`src/rtl/mips_pkg.sv`:
```
// Shared MIPS datapath definitions: multiplier FSM encoding and default widths.
package mips_pkg;

    localparam int unsigned MULT_WIDTH = 32;
    localparam int unsigned MULT_CNT_W = $clog2(MULT_WIDTH);

    typedef enum logic [1:0] {
        S_IDLE = 2'd0,
        S_RUN  = 2'd1,
        S_FIX  = 2'd2
    } state_t;

endpackage

```
`src/rtl/mult_unit.sv`:
```
// Iterative shift-add hi/lo multiplier for mult/multu; works on magnitudes and
// fixes the sign of the 2*WIDTH product in a final cycle.
module mult_unit
    import mips_pkg::*;
#(
    parameter int unsigned WIDTH = MULT_WIDTH
) (
    input  logic             clk,
    input  logic             reset,
    input  logic             start_mult,
    input  logic             mult_sign,
    input  logic [WIDTH-1:0] srca,
    input  logic [WIDTH-1:0] srcb,
    output logic [WIDTH-1:0] hi,
    output logic [WIDTH-1:0] lo,
    output logic             busy,
    output logic             done
);

    localparam int unsigned   CW   = $clog2(WIDTH);
    localparam logic [CW-1:0] LAST = CW'(WIDTH - 1);

    state_t               state;
    logic                 sign_a;
    logic                 sign_b;
    logic [WIDTH-1:0]     mcand;
    logic [WIDTH-1:0]     mplier;
    logic [2*WIDTH-1:0]   acc;
    logic [CW-1:0]        cnt;
    logic [WIDTH:0]       sum;

    // -2^(WIDTH-1) negates to itself, which is already the right unsigned magnitude.
    function automatic logic [WIDTH-1:0] magnitude(input logic [WIDTH-1:0] x, input logic neg);
        return neg ? -x : x;
    endfunction

    function automatic logic [2*WIDTH-1:0] negate(input logic [2*WIDTH-1:0] x);
        return -x;
    endfunction

    // Carry out of the upper half is kept and becomes the MSB after the shift.
    always_comb begin
        sum = {1'b0, acc[2*WIDTH-1:WIDTH]} + (mplier[0] ? {1'b0, mcand} : '0);
    end

    always_ff @(posedge clk) begin
        if (reset) begin
            state  <= S_IDLE;
            sign_a <= 1'b0;
            sign_b <= 1'b0;
            mcand  <= '0;
            mplier <= '0;
            acc    <= '0;
            cnt    <= '0;
            hi     <= '0;
            lo     <= '0;
            busy   <= 1'b0;
            done   <= 1'b0;
        end else begin
            done <= 1'b0;
            case (state)
                S_IDLE: begin
                    if (start_mult) begin
                        sign_a <= mult_sign & srca[WIDTH-1];
                        sign_b <= mult_sign & srcb[WIDTH-1];
                        mcand  <= magnitude(srca, mult_sign & srca[WIDTH-1]);
                        mplier <= magnitude(srcb, mult_sign & srcb[WIDTH-1]);
                        acc    <= '0;
                        cnt    <= '0;
                        busy   <= 1'b1;
                        state  <= S_RUN;
                    end
                end
                S_RUN: begin
                    acc    <= {sum, acc[WIDTH-1:1]};
                    mplier <= mplier >> 1;
                    cnt    <= cnt + 1'b1;
                    if (cnt == LAST) begin
                        state <= S_FIX;
                    end
                end
                S_FIX: begin
                    {hi, lo} <= (sign_a ^ sign_b) ? negate(acc) : acc;
                    busy     <= 1'b0;
                    done     <= 1'b1;
                    state    <= S_IDLE;
                end
                default: begin
                    busy  <= 1'b0;
                    state <= S_IDLE;
                end
            endcase
        end
    end

endmodule
```
`config.mk`:
```
export PLATFORM = sky130hd
export DESIGN_NAME = mult_unit
export DESIGN_NICKNAME = d
export VERILOG_FILES = /design/src/rtl/mips_pkg.sv /design/src/rtl/mult_unit.sv
export SDC_FILE = /design/constraint.sdc
export NUM_CORES = 1
export LEC_CHECK = 0
export ABC_AREA = 1
export CORE_MARGIN = 2
export CORE_UTILIZATION = 45
export CTS_CLUSTER_SIZE = 25
export DETAILED_ROUTE_END_ITERATION = 7
export PLACE_DENSITY_LB_ADDON = 0.1
export SLEW_MARGIN = 20
export SYNTH_ARGS = -nofsm -noshare
export SYNTH_HDL_FRONTEND = slang
export SYNTH_SLANG_ARGS = --single-unit
```
`constraint.sdc`:
```
create_clock -name clk -period 3.2 [get_ports clk]
set_input_delay 0.64 -clock clk [delete_from_list [all_inputs] [get_ports clk]]
set_output_delay 0.64 -clock clk [all_outputs]
set_load 0.1 [all_outputs]
```
# == After elaboration in Yosys (flattened, before gate mapping) ==
# Index checks and enable logic that the tools add are counted.
# classes
bitwise_logic,4
addsub,5
n_eq_ne,5
reduce_logical,6
n_mux,16
# op_table
cell,count
$mux W32,4
$mux W64,2
$pmux W64 S2,1
$neg A32 Y32,2
$neg A64 Y64,1
$pmux W32 S2,1
$add A32 B32 Y33,1
$pmux W5 S2,1
$reduce_and A2 Y1,4
$add A5 B1 Y5 const B,1
$eq A5 B5 Y1 const B,1
$mux W5,1
$mux W2,2
$ne A2 B2 Y1 const B,2
$pmux W2 S2,1
$and A1 B1 Y1,2
$eq A2 B1 Y1 const B,1
$eq A2 B2 Y1 const B,1
$logic_not A2 Y1,1
$mux W1,2
$pmux W1 S2,1
$reduce_bool A2 Y1,1
$not A1 Y1,1
$xor A1 B1 Y1,1
# word_totals
input_bits,68
ff_bits,203
elab_cells,47
output_inout_bits,66

# == Longest topological paths before layout ==
# Gate-level depths: netlist (run 1).
# depth
ltp_word,4
depth_mapped,18

# == Worst setup path before layout (run 1) ==
# OpenSTA, ideal clock, no wires.
# synth_path
path_kind,register -> register
startpoint,register mplier[0]
endpoint,register acc[63]
required_time_ns,3.130
setup_ns,0.070
arrival_time_ns,2.245
slack_ns,0.884
stages_incl_launch_ff,19
cell_sequence,dfxtp_1 > clkbuf_1 > clkbuf_1 > nand2_1 > inv_1 > ha_1 > inv_1 > fa_1 > inv_1 > nand3_1 > nand3_1 > nand2_1 > nand2_1 > nand3_1 > nand2_1 > nand2_1 > nand2_1 > nand2_1 > a21oi_1
# synth_between
elab_chain_cells,3
# synth_rtl
item,line,source
"start, declared",mult_unit.sv:27,logic [WIDTH-1:0] mplier;
"start signal, assigned",mult_unit.sv:67,"mplier <= magnitude(srcb, mult_sign & srcb[WIDTH-1]);"
"start signal, assigned",mult_unit.sv:76,mplier <= mplier >> 1;
$mux W32,mult_unit.sv:43,"sum = {1'b0, acc[2*WIDTH-1:WIDTH]} + (mplier[0] ? {1'b0, mcand} : '0);"
$add A32 B32 Y33,mult_unit.sv:43,
$pmux W64 S2,mult_unit.sv:61,case (state)
"end signal, assigned",mult_unit.sv:75,"acc <= {sum, acc[WIDTH-1:1]};"
"end, declared",mult_unit.sv:28,logic [2*WIDTH-1:0] acc;
# Every way passes these cells.
# A chain may end at the register's enable or synchronous reset.

# == Worst setup path in the final report (run 1) ==
# layout_path
startpoint,register mplier[0]
endpoint,register acc[58]
# The elaborated chain is that of the path after synthesis.

==> results.md, run 1 <==
* Die Area at 0.0329 sq mm
* Slew HR at 0.459
* Fin Clk Skew at 0.00826 ns
* Sequential fraction of design power at 0.402
* RSZ-0062 raised after global routing: false
* All-Layer GR Usage at 0.264
* Least-Margin Pin Slew at 0.806 ns
* P&R area growth vs syn at 16.7%
* Status: finished, final reports clean
* Clk pin slew, worst setup/hold paths at 0.06 ns
* Router iterations before antenna repair at 5
* Die Wd at 181 um
* Core Rows at 64
* Setup violators final at 0
* Core Region at 0.0307 sq mm
* CP dominant cell by count: nand2_1
* CP peak stage delay at 0.39 ns
* Worst skew pair latency at 0.53 ns
* IO Pins at 134
* Post-CTS Setup Bufs at 0
* CTS H-tree depth at 1
* Met3 Use GR at 0.0367
* First-pass GRT wire length at 71700 um
* Commonest non-fill, non-tap cell in the layout: nand2_1
* Hold Violations, Final at 0
* Antenna cells at 0
* Crit-path slowest cell: dfxtp_1
* Layout cell share with drive strength beyond 1 at 0.0746
* Seq/Total Area, Yosys at 0.287
* Power per cell area at 401 mW/mm^2
* Routed len/inst at 15.1 um
* Syn Area/Cell at 5.91 sq um
* Syn Std Cell Area at 0.0142 sq mm
* Max VDD drop at 0.000385 V
* Tightest Hold Check Type: reg -> reg
* Comb power frac at 0.129
* Post-Route WL at 43900 um
* Switching fraction of total power at 0.267
* Clock period minus worst slack at 2.53 ns
* Leak at 8.47 nW
* Clock sink total at 203
* DP HPWL at 32900 um
* # DRC at 0
* Synth Register Bits at 203
* NumNets Final at 2594
* Syn_nets at 2501
* FF+latch area at 0.00406 sq mm
* Vias in the first global route at 14000
* Setup Total Neg Slack at 0 ns
* Post-layout util at 0.538
* Pins Over Slew Limit at 0
* Via-to-Cell Ratio at 5.20
* Critical Path RT at 3.65 ns
* Chip Height at 181 um
* GR Util met2 at 0.433
* YS warnings at 0
* CTS Buf Count at 25
* Area of the multi-input gates at 0.00841 sq mm
* CP endpoint kind: register
* Part of the cycle the worst path needs at 0.790
* GR peak layer: met2
* Clock power frac at 0.469
* Synth Instances at 2395
* Main synth FF type: dfxtp_1
* Worst Setup Start Kind: register
* Critical path data arrival time at 2.98 ns
* Post-detailed-route count of antenna-violating nets at 0
* Max cap viols at 0
* Critical path type: reg -> reg
* IO Port Bufs at 133
* Vias at 15100
* Setup slack, reg-to-reg at 0.67 ns
* Crit path cell chain: buf_4, nand2_1, inv_1, ha_1, nand2_1, inv_1, nand2_1, nand2_1, nand2_1, nand3_1, nand2_1, nand2_1, nand2_1, nand3_1, a21oi_1
* Post-synth EDFFs at 0
* Grt met1 use at 0.365
* Largest net degree at the start of global routing at 149
* Initial Util at 0.461
* Remaining global-route overflow at 0
* DRT iter0 DRCs at 1179
* Crit-path max FO at 29
* GPL Wtd Cong at 0.921
* Finished Layout Cells at 2903
* Clock root buffer: clkbuf_16
* Hold-fix buffers, CTS at 0
* Placed cell count at 2857
* Most frequent cells in the layout: 712 x nand2_1, 344 x inv_1, 298 x nor2_1
* FFs w/ async S/R, synth at 0
* Filler cells at 3230
* Buf+Inv Stages, Crit Path at 3
* CTS tree: yes
* Internal at 4.86 mW
* Initial antenna violation count at 0
* Post-cts sizing count at 0
* F_max at 395 MHz
* Longest Clk Path Bufs at 3
* Switching power at 1.77 mW
* Kind of cell adding the most delay to the critical path: simple AND/OR/NAND/NOR gates
* Synth cell types at 50
## cells in the mapped netlist (3+ instances only)
master | number | area [sq um]
nor4_1 | 3 | 18.8
o21ai_0 | 96 | 480
o21bai_1 | 6 | 45.0
nand3_4 | 3 | 52.6
a21o_1 | 4 | 30.0
nand3b_1 | 6 | 45.0
o21ai_1 | 13 | 65.1
nand2_2 | 7 | 43.8
buf_2 | 21 | 105
nor2_4 | 5 | 56.3
clkinv_1 | 3 | 11.3
inv_1 | 344 | 1290
nand4_1 | 36 | 225
nor3_1 | 19 | 95.1
a22oi_1 | 16 | 120
o21ai_2 | 3 | 26.3
nor2_2 | 18 | 113
o211ai_1 | 8 | 60.1
or2_2 | 8 | 50.1
clkbuf_1 | 55 | 206
nand2_1 | 712 | 2670
nor2_1 | 299 | 1120
nand3_1 | 200 | 1000
o221ai_1 | 8 | 70.1
dfxtp_1 | 203 | 4060
xor2_1 | 38 | 333
ha_1 | 37 | 463
a21oi_1 | 172 | 861
inv_2 | 5 | 18.8
a31oi_1 | 18 | 113
buf_4 | 3 | 22.5
## cell families after synthesis
logic type | Yosys count | synth area share
simple gates | 1324 | 0.395
flops | 203 | 0.287
fa+ha+maj | 38 | 0.0341
buf+inv | 437 | 0.121
compound gates | 354 | 0.139
xor+xnor | 39 | 0.0241
## final timing paths
kind,from,to,cells past startpoint
setup reg to reg,mplier[0],acc[58],15
hold reg to reg,mcand[31],mcand[31],2
setup / recovery,mplier[0],acc[58],15
hold / removal,mcand[31],mcand[31],2
## worst reg2reg max path, cell delays in order (launching register included)
cell	delay (ns)
dfxtp_1	0.39
buf_4	0.33
nand2_1	0.19
inv_1	0.10
ha_1	0.28
nand2_1	0.15
inv_1	0.05
nand2_1	0.06
nand2_1	0.06
nand2_1	0.06
nand3_1	0.20
nand2_1	0.17
nand2_1	0.06
nand2_1	0.06
nand3_1	0.14
a21oi_1	0.19
## area by class of cell
class	instances	area share
clock buffers	36	0.0434
inverters	353	0.0802
well taps	396	0.0300
flip-flops and latches	203	0.246
clock inverters	10	0.0110
multi-input cells	1755	0.508
repair buffers	150	0.0811
## layer usage
layer | vias up | share of wire
met5 | - | 0
met4 | 0 | 0.025
met3 | 54 | 0.063
met2 | 459 | 0.44
met1 | 6791 | 0.47
li1 | 7790 | -
## registers in the layout, indices dropped and copies added, names as in the netlist
name and cells:
lo 32, cnt 5, acc 64, hi 32, sign_b 1, state 2, mplier 32, done 1
mcand 32, sign_a 1, busy 1
## power by group through the flow
stage	combinational, mW	clock [mW]	sequential [mW]
2_1_floorplan	0.562	0	2.70
3_3_place_gp	0.842	0	2.71
3_5_place_dp	0.850	0	2.71
4_1_cts	0.854	3.16	2.66
5_1_grt	0.960	3.26	2.67
6_report	0.857	3.11	2.66
## metrics by stage
| step | hold WS, ns | cell area, sq um | power, mW | setup WS, ns |
|---|---|---|---|---|
| 2_1_floorplan | 0.441 | 14200 | 3.26 | 0.884 |
| 3_3_place_gp | 0.451 | 15600 | 3.55 | 0.679 |
| 3_5_place_dp | 0.459 | 15600 | 3.56 | 0.616 |
| 4_1_cts | 0.468 | 16500 | 6.67 | 0.695 |
| 5_1_grt | 0.492 | 16500 | 6.89 | 0.380 |
| 6_report | 0.468 | 16500 | 6.62 | 0.671 |
(Power assumes the default switching activity.)
==> inputs of run 2 (changes only) <==
- clock period: 3.2 -> 2.35 ns (I/O delays scaled with it)
==> run 2 against run 1 <==
  * Clock-buffer cell count decreased by 2
  * Sequential cell count is the same
  * Combinational power rose by 45%
  * Critical path type unchanged
  * Largest power group unchanged
==> results.md, run 2 (synthesized netlist as in run 1, its figures left out) <==
* Crit-path slowest cell: dfxtp_2
* CP peak stage delay at 0.35 ns (-0.04 ns)
* IO Pins at 134 (unchanged)
* Clock period minus worst slack at 2.19 ns (-0.337 ns)
* Reg-to-Reg Start: mplier[0]
* Grt met1 use at 0.374 (+0.00835)
* Clock sink total at 203 (unchanged)
* GPL Wtd Cong at 0.975 (+5.9%)
* Internal at 6.42 mW (+32%)
* Remaining global-route overflow at 0 (unchanged)
* Router iterations before antenna repair at 6 (+1)
* Finished Layout Cells at 2953 (+1.7%)
* Critical path type: reg -> reg
* Sequential fraction of design power at 0.408 (+0.006)
* DP HPWL at 34300 um (+4.3%)
* Largest net degree at the start of global routing at 149 (unchanged)
* Overall Power at 8.91 mW (+34%)
* Via-to-Cell Ratio at 5.19 (-0.25%)
* NumNets Final at 2646 (+2.0%)
* Fin Clk Skew at 0.0128 ns (+0.00455 ns)
* Clk pin slew, worst setup/hold paths at 0.06 ns (about the same)
* CTS Buf Count at 25 (unchanged)
* Vias in the first global route at 14100 (+0.49%)
* Least-Margin Pin Slew at 0.722 ns (-0.0844 ns)
* Switching fraction of total power at 0.279 (+0.0125)
* IO Port Bufs at 133 (unchanged)
* Setup violators final at 0 (unchanged)
* Clock power frac at 0.453 (-0.016)
* Post-route cell area at 0.0170 sq mm (+3.0%)
* Setup slack, reg-to-reg at 0.16 ns (-0.51 ns)
* Cells on Worst Hold Path at 2 (unchanged)
* Crit path cell chain: buf_12, buf_4, nand2_1, inv_1, ha_1, nand2_1, nor2_1, nand2_1, nor2_1, nand2_1, nand3_1, nand2_1, nand3_1, a21oi_1
* Initial antenna violation count at 0 (unchanged)
* DRT iter0 DRCs at 1239 (+5.1%)
* R2R cell count at 14 (-1)
* Post-CTS Setup Bufs at 0 (unchanged)
* Largest Register: acc
* Post-detailed-route count of antenna-violating nets at 0 (unchanged)
* CTS tree: yes
* CP dominant cell by count: nand2_1
* Initial Util at 0.461 (unchanged)
* Vias at 15300 (+1.5%)
* Leak at 8.74 nW (+3.3%)
* Antenna cells at 0 (unchanged)
* Commonest non-fill, non-tap cell in the layout: nand2_1
* GR Util met2 at 0.438 (+0.00552)
* F_max at 456 MHz (+15%)
* Max VDD drop at 0.000520 V (+35%)
* Met3 Use GR at 0.0379 (+0.00120)
* Worst hold start: acc[0]
* Longest Clk Path Bufs at 3 (unchanged)
* All-Layer GR Usage at 0.271 (+0.00734)
* Status: finished, final reports clean
* Die Area at 0.0329 sq mm (unchanged)
* Switching power at 2.49 mW (+41%)
* Crit-path max FO at 21 (-28%)
* Tightest Hold Check Type: reg -> reg
* Power per cell area at 523 mW/mm^2 (+31%)
* Most frequent cells in the layout: 708 x nand2_1, 344 x inv_1, 293 x nor2_1
* Part of the cycle the worst path needs at 0.933 (+0.142)
* Post-DP Area at 0.0161 sq mm (+2.9%)
* Core Region at 0.0307 sq mm (unchanged)
* Hold Violations, Final at 0 (unchanged)
* R2R Path End: acc[55]
* # DRC at 0 (unchanged)
* Hold slack at 0.462 ns (-0.00669 ns)
* Hold-fix buffers, CTS at 0 (unchanged)
* Filler cells at 3170 (-1.9%)
* Clock root buffer: clkbuf_16
* Buf+Inv Stages, Crit Path at 3 (unchanged)
* Max reg flops at 64 (unchanged)
* P&R area growth vs syn at 20.3%
* Routed len/inst at 15.3 um (+1.3%)
* Layout cell share with drive strength beyond 1 at 0.101 (+0.0263)
* Worst skew pair latency at 0.55 ns (+0.02 ns)
* CP endpoint kind: register
* Chip Height at 181 um (unchanged)
* Worst Setup Start Kind: register
* CTS H-tree depth at 1 (unchanged)
* Comb power frac at 0.139 (+0.010)
* Max cap viols at 0 (unchanged)
* GR peak layer: met2
* Post-Route WL at 45300 um (+3.1%)
* End of the worst hold path: acc[0]
* Core Rows at 64 (unchanged)
* Pins Over Slew Limit at 0 (unchanged)
* Die Wd at 181 um (unchanged)
* Post-layout util at 0.554 (+0.0164)
* Placed cell count at 2909 (+1.8%)
* Critical path data arrival time at 2.60 ns (-0.38 ns)
* Kind of cell adding the most delay to the critical path: simple AND/OR/NAND/NOR gates
* Slew HR at 0.519 (+0.0596)
* Critical Path RT at 2.76 ns (-0.89 ns)
* First-pass GRT wire length at 72700 um (+1.4%)
run 2: metrics by stage:
stage | setup TNS, ns | setup slack, ns
2_1_floorplan | 0 | 0.0341
3_3_place_gp | 0 | 0.00131
3_5_place_dp | -0.0660 | -0.0172
4_1_cts | 0 | 0.0285
5_1_grt | -0.00255 | -0.00255
6_report | 0 | 0.159
run 2: layer usage:
layer	share of wire	vias up
met1	0.47	6855
met5	0	-
met2	0.44	479
li1	-	7895
met4	0.032	0
met3	0.061	87
run 2: how the worst max path moves through the flow:
stage          startpoint    endpoint  depth (start not counted)
3_5_place_dp      srcb[0]  mplier[27]                         11
6_report        mplier[0]     acc[55]                         14
3_3_place_gp      srcb[2]  mplier[27]                         11
4_1_cts         mplier[0]     acc[63]                         13
5_1_grt         mplier[0]     acc[61]                         14
2_1_floorplan   mplier[0]     acc[63]                         18
run 2: area by class of cell:
class	count	area [sq um]	area share
clock inverter	10	146	0.00859
sequential	203	4070	0.239
multi-input combinational	1755	8500	0.499
tap	396	495	0.0291
inverter	353	1330	0.0779
clock buffer	34	699	0.0411
timing repair buffer	202	1810	0.106
run 2: worst min-delay path: stages (launching register included):
cell and delay [ns]:
dfxtp_1 0.30, nand2_1 0.06, a21oi_1 0.05
run 2: power groups by stage:
stage / clock network (mW) / registers, mW / logic, mW
3_5_place_dp: 0 / 3.70 / 1.22
2_1_floorplan: 0 / 3.67 / 0.766
6_report: 4.04 / 3.63 / 1.24
3_3_place_gp: 0 / 3.70 / 1.20
4_1_cts: 4.11 / 3.63 / 1.22
5_1_grt: 4.24 / 3.64 / 1.37
run 2: what timing repair did:
item / 4_1_cts / 5_1_grt
endpoints found under the hold margin: 0 / 0
gates resized for setup: 1 / 23
setup endpoints to repair: 1 / 20
==> inputs of run 3 (changes only) <==
- CTS_CLUSTER_DIAMETER: not set -> 200
- GPL_ROUTABILITY_DRIVEN: not set -> 0
- clock period: 2.35 -> 2.3 ns (I/O delays scaled with it)
==> run 3 against run 2 <==
  * Clock skew rose by 0.025 ns
  * Clock power is 43% lower
  * Via count fell by 0.65%
  * Global-route usage fell by 1.3 points
  * Hold slack got worse by 0.12 ns
  * Non-clock buffer count up 3
  * Combinational power hardly changed
  * Core utilization decreased by 1.4 points
  * Critical path depth unchanged
  * Final cell count down 0.91%
  * Fmax down 1.2%
  * Highest routed layer unchanged
==> results.md, run 3 (synthesized netlist as in run 1, its figures left out) <==
* Sequential fraction of design power at 0.511 (+0.103)
* Pins Over Slew Limit at 0 (unchanged)
* All-Layer GR Usage at 0.258 (-0.0129)
* DP HPWL at 33600 um (-2.1%)
* R2R cell count at 14 (unchanged)
* Status: finished, final reports clean
* Vias in the first global route at 13900 (-1.6%)
* Vias at 15200 (-0.65%)
* Critical path type: reg -> reg
* Cells on Worst Hold Path at 4 (+2)
* CTS tree: yes
* Part of the cycle the worst path needs at 0.965 (+0.0321)
* Leak at 8.51 nW (-2.7%)
* Longest Clk Path Bufs at 3 (unchanged)
* Largest net degree at the start of global routing at 120 (-19%)
* Clock root buffer: clkbuf_16
* Clock power frac at 0.316 (-0.137)
* Core Rows at 64 (unchanged)
* Initial antenna violation count at 0 (unchanged)
* First-pass GRT wire length at 69600 um (-4.3%)
* Largest Register: acc
* Initial Util at 0.461 (unchanged)
* NumNets Final at 2636 (-0.38%)
* Clk pin slew, worst setup/hold paths at 0.11 ns (+0.05 ns)
* Hold Violations, Final at 0 (unchanged)
* # DRC at 0 (unchanged)
* Setup slack, reg-to-reg at 0.08 ns (-0.08 ns)
* Least-Margin Pin Slew at 0.708 ns (-0.0141 ns)
* F_max at 451 MHz (-1.2%)
* Via-to-Cell Ratio at 5.20 (+0.27%)
* Comb power frac at 0.173 (+0.034)
* Slew HR at 0.527 (+0.00886)
* Clock period minus worst slack at 2.22 ns (+0.0273 ns)
* Commonest non-fill, non-tap cell in the layout: nand2_1
* DRT iter0 DRCs at 1095 (-12%)
* R2R Path End: acc[61]
* Post-Route WL at 43700 um (-3.6%)
* Critical path data arrival time at 2.58 ns (-0.02 ns)
* Hold-fix buffers, CTS at 0 (unchanged)
* Crit-path max FO at 24 (+14%)
* Max cap viols at 0 (unchanged)
* Router iterations before antenna repair at 6 (unchanged)
* CTS H-tree depth at 1 (unchanged)
* IO Port Bufs at 133 (unchanged)
* Clock sink total at 203 (unchanged)
* Worst Setup Start Kind: register
* Post-detailed-route count of antenna-violating nets at 0 (unchanged)
* Worst skew pair latency at 0.49 ns (-0.06 ns)
* Overall Power at 7.25 mW (-19%)
* Worst hold start: reset
* Fin Clk Skew at 0.0375 ns (+0.0247 ns)
* Max VDD drop at 0.000348 V (-33%)
* Routed len/inst at 14.9 um (-2.7%)
* Die Area at 0.0329 sq mm (unchanged)
* Critical Path RT at 2.66 ns (-0.10 ns)
* Max reg flops at 64 (unchanged)
* IO Pins at 134 (unchanged)
* Setup violators final at 0 (unchanged)
* Most frequent cells in the layout: 704 x nand2_1, 342 x inv_1, 292 x nor2_1
* Tightest Hold Check Type: in -> reg
* Switching fraction of total power at 0.293 (+0.0138)
* RSZ-0062 raised after global routing: true
* Filler cells at 3260 (+2.8%)
* Layout cell share with drive strength beyond 1 at 0.0984 (-0.00248)
* CP endpoint kind: register
* Power per cell area at 437 mW/mm^2 (-16%)
* Post-DP Area at 0.0161 sq mm (about the same)
* CTS Buf Count at 12 (-52%)
* Remaining global-route overflow at 0 (unchanged)
* Post-route cell area at 0.0166 sq mm (-2.6%)
* Die Wd at 181 um (unchanged)
* Internal at 5.12 mW (-20%)
* Switching power at 2.13 mW (-15%)
* Antenna cells at 0 (unchanged)
* P&R area growth vs syn at 17.2%
* Chip Height at 181 um (unchanged)
* End of the worst hold path: hi[10]
* Core Region at 0.0307 sq mm (unchanged)
* Reg-to-Reg Start: mplier[0]
==> run 3: cell type report <==
class / instances / area (sq um) / share of cell area
Timing Repair Buffer: 205 / 1790 / 0.108
Sequential cell: 203 / 4070 / 0.245
Multi-Input combinational cell: 1755 / 8560 / 0.516
Inverter: 353 / 1330 / 0.0799
Tap cell: 396 / 495 / 0.0299
Clock buffer: 13 / 325 / 0.0196
Clock inverter: 1 / 30.0 / 0.00181
==> run 3: per-layer routing <==
metal / global-route usage / wire length [um] / up-vias
met4: 0.0894 / 1470 / 0
met1: 0.350 / 20200 / 6790
met5: 0 / 0 / -
li1: - / - / 7847
met2: 0.421 / 19100 / 508
met3: 0.0381 / 2880 / 72
==> run 3: worst max-delay path, stage by stage (launching register included) <==
cell     delay, ns
dfxtp_2       0.35
buf_12        0.16
buf_4         0.15
nand2_1       0.05
inv_1         0.04
ha_1          0.37
nand2_2       0.11
nor2_1        0.31
nand2_1       0.13
nor2_1        0.10
nand2_1       0.08
nand2_1       0.06
nand2_1       0.04
nand3_1       0.07
a21oi_1       0.07
==> run 3: worst max path at each step <==
stage / start / endpoint / slack (ns)
global route: mplier[0] / acc[53] / -0.03
floorplan: mplier[0] / acc[63] / 0.08
finish: mplier[0] / acc[61] / 0.08
global placement: srca[6] / mcand[29] / -0.01
CTS: mplier[0] / acc[60] / 0.05
detailed placement: srca[6] / mcand[29] / -0.06
==> run 3: metrics by stage <==
step                      cells  hold WS [ns]  setup TNS, ns  worst slack (ns)  utilization
after CTS                  2926         0.342              0            0.0534        0.535
final                      2926         0.345              0            0.0813        0.540
after detailed placement   2912         0.456        -0.0993           -0.0578        0.523
after floorplan            2395         0.441              0            0.0758            -
after global routing       2926         0.364         -0.168           -0.0307        0.540
after global placement     2912         0.451        -0.0104           -0.0104        0.523
==> run 3: power by group through the flow <==
stage / clock, mW / sequential, mW / combinational [mW]
final: 2.29 / 3.70 / 1.25
after global routing: 2.49 / 3.71 / 1.39
after detailed placement: 0 / 3.78 / 1.23
after floorplan: 0 / 3.75 / 0.783
after CTS: 2.36 / 3.70 / 1.24
after global placement: 0 / 3.78 / 1.22
==> run 3: timing repair <==
item                                    4_1_cts  5_1_grt
resized for setup                             0       33
setup buffers                                 0        0
endpoints found under the setup margin        0       24
